--- config.mk ---
export PLATFORM = sky130hd
export DESIGN_NAME = intf_lane_monitor
export DESIGN_NICKNAME = d
export VERILOG_FILES = /design/src/rtl/intf_lane_monitor.sv
export SDC_FILE = /design/constraint.sdc
export NUM_CORES = 1
export LEC_CHECK = 0
export CAP_MARGIN = 20
export CORE_AREA = 2 2 80 82
export CTS_CLUSTER_SIZE = 10
export DETAILED_ROUTE_END_ITERATION = 8
export DIE_AREA = 0 0 82 84
export SYNTH_ARGS = -nofsm -noshare
export SYNTH_HDL_FRONTEND = slang
export SYNTH_SLANG_ARGS = --single-unit
--- constraint.sdc ---
create_clock -name clk -period 3.2 [get_ports clk]
set_clock_uncertainty 0.2 [all_clocks]
set_input_delay 0.48 -clock clk [delete_from_list [all_inputs] [get_ports clk]]
set_output_delay 0.48 -clock clk [all_outputs]
set_load 0.1 [all_outputs]
--- src/rtl/intf_lane_monitor.sv ---
// ============================================================================
// intf_lane_monitor
// ----------------------------------------------------------------------------
// Purpose:
//   Watches an array of 1-bit lanes (one bit per interface instance) and turns
//   every lane transition into an event {lane index, new value}. The events go
//   through a small show-ahead FIFO with a valid/ready handshake. A checker can
//   follow lane activity this way instead of polling every interface.
//
// Optional feature (macro INTF_LANE_MONITOR_SYNC_EN):
//   When the macro is defined, two flop stages are added in front of the
//   sample register. They resynchronise lanes driven from an asynchronous
//   domain. Event latency grows by two cycles. Nothing else changes.
//   When the macro is not defined, lane_in goes straight into the sample
//   register.
//
// Parameters:
//   N      number of lanes (2..64)
//   DEPTH  event FIFO depth (power of two, >= 2)
//   IW     lane index width, derived from N
//
// Ports:
//   clk       in   clock, all state updates on posedge
//   rst_n     in   asynchronous active-low reset
//   lane_in   in   [N-1:0] lane bits
//   ev_valid  out  event available at the FIFO head
//   ev_ready  in   consumer accepts the head event
//   ev_idx    out  [IW-1:0] lane index of the head event
//   ev_val    out  new lane value of the head event
//   ev_count  out  [$clog2(DEPTH):0] FIFO occupancy
//   stall     out  a change is pending but the FIFO is full and not popping
// ============================================================================
module intf_lane_monitor #(
    parameter int N     = 6,
    parameter int DEPTH = 4,
    localparam int IW   = $clog2(N),
    localparam int CW   = $clog2(DEPTH) + 1
) (
    input  logic          clk,
    input  logic          rst_n,
    input  logic [N-1:0]  lane_in,
    output logic          ev_valid,
    input  logic          ev_ready,
    output logic [IW-1:0] ev_idx,
    output logic          ev_val,
    output logic [CW-1:0] ev_count,
    output logic          stall
);

    localparam int AW = $clog2(DEPTH);

    logic [N-1:0]  w_sampleSrc;
    logic [N-1:0]  r_smp;
    logic [N-1:0]  r_reported;
    logic [N-1:0]  w_diff;
    logic [IW-1:0] w_pushIdx;
    logic          w_pushVal;
    logic          w_full;
    logic          w_push;
    logic          w_pop;

    logic [IW:0]   r_mem [DEPTH];
    logic [AW-1:0] r_wptr;
    logic [AW-1:0] r_rptr;
    logic [CW-1:0] r_count;

`ifdef INTF_LANE_MONITOR_SYNC_EN
    logic [N-1:0]  r_sync1;
    logic [N-1:0]  r_sync2;

    // Two-flop resynchroniser in front of the sample register, for lanes
    // that come from an unrelated clock domain.
    always_ff @(posedge clk or negedge rst_n) begin
        if (!rst_n) begin
            r_sync1 <= '0;
            r_sync2 <= '0;
        end else begin
            r_sync1 <= lane_in;
            r_sync2 <= r_sync1;
        end
    end

    assign w_sampleSrc = r_sync2;
`else
    assign w_sampleSrc = lane_in;
`endif

    // Sample register. Every lane is compared against its last reported value.
    always_ff @(posedge clk or negedge rst_n) begin
        if (!rst_n) begin
            r_smp <= '0;
        end else begin
            r_smp <= w_sampleSrc;
        end
    end

    // A lane that flips back before it is pushed drops out of diff on its
    // own. Short glitches therefore produce no event.
    assign w_diff = r_smp ^ r_reported;

    // Fixed-priority select of the lowest pending lane. Scanning downward
    // lets the lowest set bit overwrite the earlier ones.
    always_comb begin
        w_pushIdx = '0;
        for (int i = N - 1; i >= 0; i--) begin
            if (w_diff[i]) begin
                w_pushIdx = IW'(i);
            end
        end
    end

    assign w_pushVal = r_smp[w_pushIdx];

    assign w_full = (r_count == CW'(DEPTH));
    assign w_pop  = ev_valid && ev_ready;
    // A pop in the same cycle frees a slot, so a full FIFO can still accept.
    assign w_push = (w_diff != '0) && (!w_full || w_pop);

    // Once a change is queued, its value becomes the lane's reported state.
    always_ff @(posedge clk or negedge rst_n) begin
        if (!rst_n) begin
            r_reported <= '0;
        end else if (w_push) begin
            r_reported[w_pushIdx] <= w_pushVal;
        end
    end

    // FIFO storage. The entries are reset so that the show-ahead head reads
    // as zero while the FIFO is empty after reset.
    always_ff @(posedge clk or negedge rst_n) begin
        if (!rst_n) begin
            for (int i = 0; i < DEPTH; i++) begin
                r_mem[i] <= '0;
            end
        end else if (w_push) begin
            r_mem[r_wptr] <= {w_pushIdx, w_pushVal};
        end
    end

    // Pointer and occupancy bookkeeping. DEPTH is a power of two, so the
    // pointers wrap naturally. A push and a pop in the same cycle leave the
    // count unchanged.
    always_ff @(posedge clk or negedge rst_n) begin
        if (!rst_n) begin
            r_wptr  <= '0;
            r_rptr  <= '0;
            r_count <= '0;
        end else begin
            if (w_push) begin
                r_wptr <= r_wptr + AW'(1);
            end
            if (w_pop) begin
                r_rptr <= r_rptr + AW'(1);
            end
            case ({w_push, w_pop})
                2'b10:   r_count <= r_count + CW'(1);
                2'b01:   r_count <= r_count - CW'(1);
                default: r_count <= r_count;
            endcase
        end
    end

    assign ev_valid = (r_count != '0);
    assign ev_idx   = r_mem[r_rptr][IW:1];
    assign ev_val   = r_mem[r_rptr][0];
    assign ev_count = r_count;
    assign stall    = (w_diff != '0) && w_full && !w_pop;

endmodule

# Word level (Yosys, flattened, before mapping)

Index checks and enable logic that the tools add are counted.

Input port bits: 9
Bits in writable memories: 0
ROM bits: 0
Register bits: 35
Word-level logic and storage cells: 54
Memories: 0
Output and inout port bits: 9
Bits in latches: 0

Shift-type cells: 0
Multiplexer cells: 18
Reductions and logical operators: 12
Bitwise operators: 3
Order comparisons: 5
Multiply operators: 0
Add/sub/neg operators: 4
Divide/modulo/power cells: 0
Eq/ne operators: 3

Operators with widths:

| operator                                                          | number |
|---|---|
| 2-to-1 mux 3 bit                                                  | 6 |
| bitwise mux 16 bit                                                | 1 |
| 2-to-1 mux 4 bit                                                  | 3 |
| binary-select mux 4 bit (select 2 bit)                            | 1 |
| demux 4 bit (select 2 bit)                                        | 1 |
| bitwise mux 6 bit                                                 | 1 |
| greater-or-equal comparator 3 bit, second input constant          | 2 |
| logical AND 1 bit                                                 | 6 |
| NOT 2 -> 3 bit                                                    | 2 |
| case mux 3 bit (2 select lines)                                   | 1 |
| nonzero test 6 bit                                                | 1 |
| bitwise XOR 6 bit                                                 | 1 |
| adder 2 x 1 -> 2 bit, second input constant                       | 2 |
| less-than comparator 3 x 4 -> 1 bit, second input constant        | 1 |
| adder 3 x 1 -> 3 bit, second input constant                       | 1 |
| binary-select mux 1 bit (select 3 bit)                            | 1 |
| demux 1 bit (select 3 bit)                                        | 1 |
| equality test 3 bit, second input constant                        | 1 |
| greater-or-equal comparator 3 x 1 -> 1 bit, second input constant | 1 |
| less-than comparator 3 x 1 -> 1 bit, second input constant        | 1 |
| nonzero test 3 bit                                                | 1 |
| subtractor 3 x 1 -> 3 bit, second input constant                  | 1 |
| equality test 2 x 1 -> 1 bit, second input constant               | 1 |
| equality test 2 bit, second input constant                        | 1 |
| other kinds (4)                                                   | 6 |

# Depth between registers and ports, before layout

Gate-level depths: netlist of the first run.

Depth in word-level cells: 12
Gate-level depth with buffers: 11
Gate-level depth less buffers: 11

# Least setup slack after synthesis of the first run

OpenSTA, ideal clock, no wires.

Path kind: register -> output
From: reg r_count[2] (netlist: ev_count[2])
To: out stall
Data required time: 2.520 ns
Path slack: -0.390 ns
Path buffers: 0
Stages on the path, launching flop included: 3
Data arrival time: 2.910 ns
Cells stage by stage: dfrtp_1 -> or4b_2 -> nor2_1

Cells in the longest elaborated chain, start to end: 4
Elaborated cells on any way between the ends: 6
Those cells by class: eq/ne: 1; reduce/logical: 5

RTL lines:

| what                   | line | source |
|---|---|---|
| from (decl)            | 65   | `logic [CW-1:0] r_count;` |
| from (signal assigned) | 156  | `2'b10: r_count <= r_count + CW'(1);` |
| from (signal assigned) | 157  | `2'b01: r_count <= r_count - CW'(1);` |
| from (signal assigned) | 158  | `default: r_count <= r_count;` |
| nonzero test 3 bit     | 163  | `assign ev_valid = (r_count != '0);` |
| logical AND 1 bit      | 115  | `assign w_pop = ev_valid && ev_ready;` |
| zero test 1 bit        | 167  | `assign stall = (w_diff != '0) && w_full && !w_pop;` |
| logical AND 1 bit (*)  | 167  |  |
| to (decl)              | 47   | `output logic stall` |

Mark *: on every way between the ends. The rest lies on a longest branch, timed or not.

# Worst setup path after layout of the first run

From: reg r_reported[2]
To: reg r_count[2] (netlist: ev_count[2])

Cells in the longest elaborated chain, start to end: 5
Elaborated cells on any way between the ends: 7
Those cells by class: eq/ne: 2; mux: 1; bitwise: 1; reduce/logical: 3

RTL lines:

| what                                                                  | line | source |
|---|---|---|
| from (decl)                                                           | 54   | `logic [N-1:0] r_reported;` |
| from (signal, indexed assignment)                                     | 124  | `r_reported[w_pushIdx] <= w_pushVal;` |
| bitwise XOR 6 bit (*)                                                 | 99   | `assign w_diff = r_smp ^ r_reported;` |
| nonzero test 6 bit (*)                                                | 117  | `assign w_push = (w_diff != '0) && (!w_full \|\| w_pop);` |
| logical AND 1 bit (*)                                                 | 117  |  |
| equality test 2 x 1 -> 1 bit or equality test 2 bit (tied branches)   | 155  | `case ({w_push, w_pop})` |
| case mux 3 bit (2 select lines) or nonzero test 2 bit (tied branches) | --   |  |

Marks and branches as above.
A chain may end at the register's enable or synchronous reset.

==> impl_metrics.toml, run 1 <==
[yosys]
yosysTopAreaCellShare = 0.502
yosys-top-cells-area = "dfrtp_1 (50%), mux2_1 (5.2%), mux2_2 (5.2%)"
synthTopCellsByCount = "dfrtp_1 (35), nand2_1 (11), xnor2_1 (9)"
synth_cells = 132
synth-seq-area-share = 0.502
syn_nets = 147
yosys.cell_types.count = 38
yosys.area.top_type = "dfrtp_1"
avgSynthCellArea_sq_um = 13.2
syn_area_sq_um = 1750
synth.most_common_cell = "dfrtp_1"
async_flop_share = 1.00
synth-edff-count = 0
synth_warnings = 0
synth_ff_type = "dfrtp_1"
ys_seq_elements = 35

[global_route]
gr-total-overflow = 0
grt_max_degree = 36
antenna_found_initial = 0
grt_first_pass_wirelength_um = 5690
grt_pass1_vias = 1107
grt_use_total = 0.111

[status]
status = "finished clean"

[clocking]
cts-root-buf = "clkbuf_8"
cts-resized-gates = 0
tritoncts = "done"
numCtsBuffers = 5
htree_num_levels = 2
postCtsSetupBuffers = 0
clk_pin_slew_worst_paths_ns = 0.07
cts_sinks = 35
cts-hold-fix-buffers = 0
clockBufferDepth = 2
clk_latency_ns = 0.29

[worst_setup_path]
crit_path_end_kind = "flop"
worstReg2RegStart = "r_reported[2]"
max_stage_delay_ns = 0.39
crit_chain = "xnor2_1, and4_1, nor2b_1, nor2_4, inv_1, ha_1, inv_1, fa_1, xor2_1, nor2_1, xor2_1"
cp.arrival_ns = 2.79
cpMaxStageDelayCell = "dfrtp_1"
worstPathMaxFanout = 10
critPathRequiredTime_ns = 3.22
critPathLaunchType = "flop"
cp-startpoint = "r_reported[2]"
path_class = "reg -> reg"

[hold_path]
hp-class = "reg -> reg"
hold_start = "r_mem[6]"

[detailed_routing]
ant_nets = 0
routed_via_density = 4.74
remaining_drc_errors = 0
vias = 1113
wirelength_um = 3300
drtPass1Iterations = 4
drt_iter0_drc = 38
avgRoutedWirePerCell_um = 14.0

[cells_and_area]
final_nets = 172
layout-drive-gt1-share = 0.266
num_antenna_cells = 0
fin_area_sq_um = 2140
layoutNonFillerInstCount = 235
area_growth_pct = 22.7

[sta]
rsz0062_at_grt = "false"
clock.fmax_ghz = 0.361
fin_setup_tns_ns = 0
period_needed_ns = 2.77
final_max_slew_viol_count = 0
tightest_slew_ns = 0.511
relSlewSlack = 0.659
hold_viol = 0
finalHoldWorstSlack_ns = 0.292
fin_crit_sh = 0.865
setup_viol = 0

[placed_design]
globalplace.congestion = 0.749
place_inst = 227
port_buffers = 17
dp_hpwl_um = 2330
placed_cell_area_sq_um = 2010

[die]
pin_count = 18
core_area_sq_um = 6100
die_area_sq_um = 6890
start_util = 0.286
die_x_um = 82
rows = 29
die_h_um = 84

[job]
drv_cap = 0
-- layout make-up --
type,count,area (sq um)
clock buffers,6,72.6
clock inverters,2,60.1
fillers,607,3950
inverters,7,26.3
multi-input cells,88,828
flip-flops and latches,35,876
well taps,77,96.3
repair buffers,20,183
-- final timing paths --
| kind | cells past startpoint | slack, ns | endpoint |
|---|---|---|---|
| min reg2reg | 1 | 0.29 | r_mem[6] |
| max in group asynchronous | 2 | 2.09 | ev_count[0] |
| max reg2reg | 11 | 0.43 | ev_count[2] |
| min in group asynchronous | 2 | 0.39 | r_reported[1] |
| max | 11 | 0.43 | ev_count[2] |
| min | 1 | 0.29 | r_mem[6] |
-- metal layers --
layer / global-route usage / vias up / share of wire
met3: 0.0292 / 7 / 0.048
met4: 0.0545 / 0 / 0.024
li1: - / 521 / -
met1: 0.152 / 555 / 0.49
met5: 0 / - / 0
met2: 0.162 / 30 / 0.44
-- registers in the layout, summed over array words and instances (netlist names) --
signal	count
ev_count	3
r_mem	16
r_reported	6
r_rptr	2
r_smp	6
r_wptr	2
-- kinds of logic after synthesis --
family | after synthesis | synth area share
XOR/XNOR | 15 | 0.0753
buffers and inverters | 9 | 0.0258
AO/OA/AOI/OAI | 17 | 0.0846
AND/OR/NAND/NOR | 28 | 0.0918
flip-flops | 35 | 0.502
multiplexers | 22 | 0.173
adder cells (fa/ha/maj) | 6 | 0.0473
-- critical path, delay by kind of cell, from the launching register on --
family                   cells  cell delay [ns]
buffers and inverters        2             0.14
AND/OR/NAND/NOR              4             0.80
flip-flops                   1             0.39
adder cells (fa/ha/maj)      2             0.55
XOR/XNOR                     3             0.61
-- through the flow --
step | worst slack (ns) | util
after floorplan | 0.0591 | -
after detailed placement | 0.355 | 0.330
after global routing | 0.214 | 0.351
after CTS | 0.417 | 0.351
after global placement | 0.437 | 0.330
final | 0.431 | 0.351
-- cells in the final DEF (no fill, tap or decap), types with 4 or more instances in the layout --
| master | n |
|---|---|
| clkdlybuf4s50_1 | 8 |
| dfrtp_1 | 35 |
| clkbuf_8 | 5 |
| xor2_1 | 6 |
| inv_1 | 7 |
| mux2_1 | 8 |
| mux2_2 | 8 |
| xnor2_1 | 9 |
| buf_4 | 11 |
| a22o_1 | 4 |
| ha_1 | 5 |
| nand2_1 | 11 |
| mux4_2 | 4 |
Power of run 1 is not shown: default switching activity piles up to over one toggle a cycle in this logic, so the estimate is an artifact.
==> run 2: changes to the inputs <==
--- a/config.mk
+++ b/config.mk
@@ -10,6 +10,8 @@
 export CTS_CLUSTER_SIZE = 10
 export DETAILED_ROUTE_END_ITERATION = 8
 export DIE_AREA = 0 0 82 84
+export SETUP_SLACK_MARGIN = 0.02
+export SKIP_LAST_GASP = 1
 export SYNTH_ARGS = -nofsm -noshare
 export SYNTH_HDL_FRONTEND = slang
 export SYNTH_SLANG_ARGS = --single-unit
==> results of run 2 <==
Same layout as run 1: the final DEF is identical, and so are final timing and power.
Power of run 2 is left out for the same reason.
==> run 3: changes to the inputs <==
--- a/config.mk
+++ b/config.mk
@@ -10,7 +10,8 @@
 export CTS_CLUSTER_SIZE = 10
 export DETAILED_ROUTE_END_ITERATION = 8
 export DIE_AREA = 0 0 82 84
-export SETUP_SLACK_MARGIN = 0.02
+export GPL_ROUTABILITY_DRIVEN = 1
+export SETUP_SLACK_MARGIN = 0.1
 export SKIP_LAST_GASP = 1
 export SYNTH_ARGS = -nofsm -noshare
 export SYNTH_HDL_FRONTEND = slang
==> results of run 3 <==
Same layout as run 1: the final DEF is identical, and so are final timing and power.
Power of run 3 is left out for the same reason.
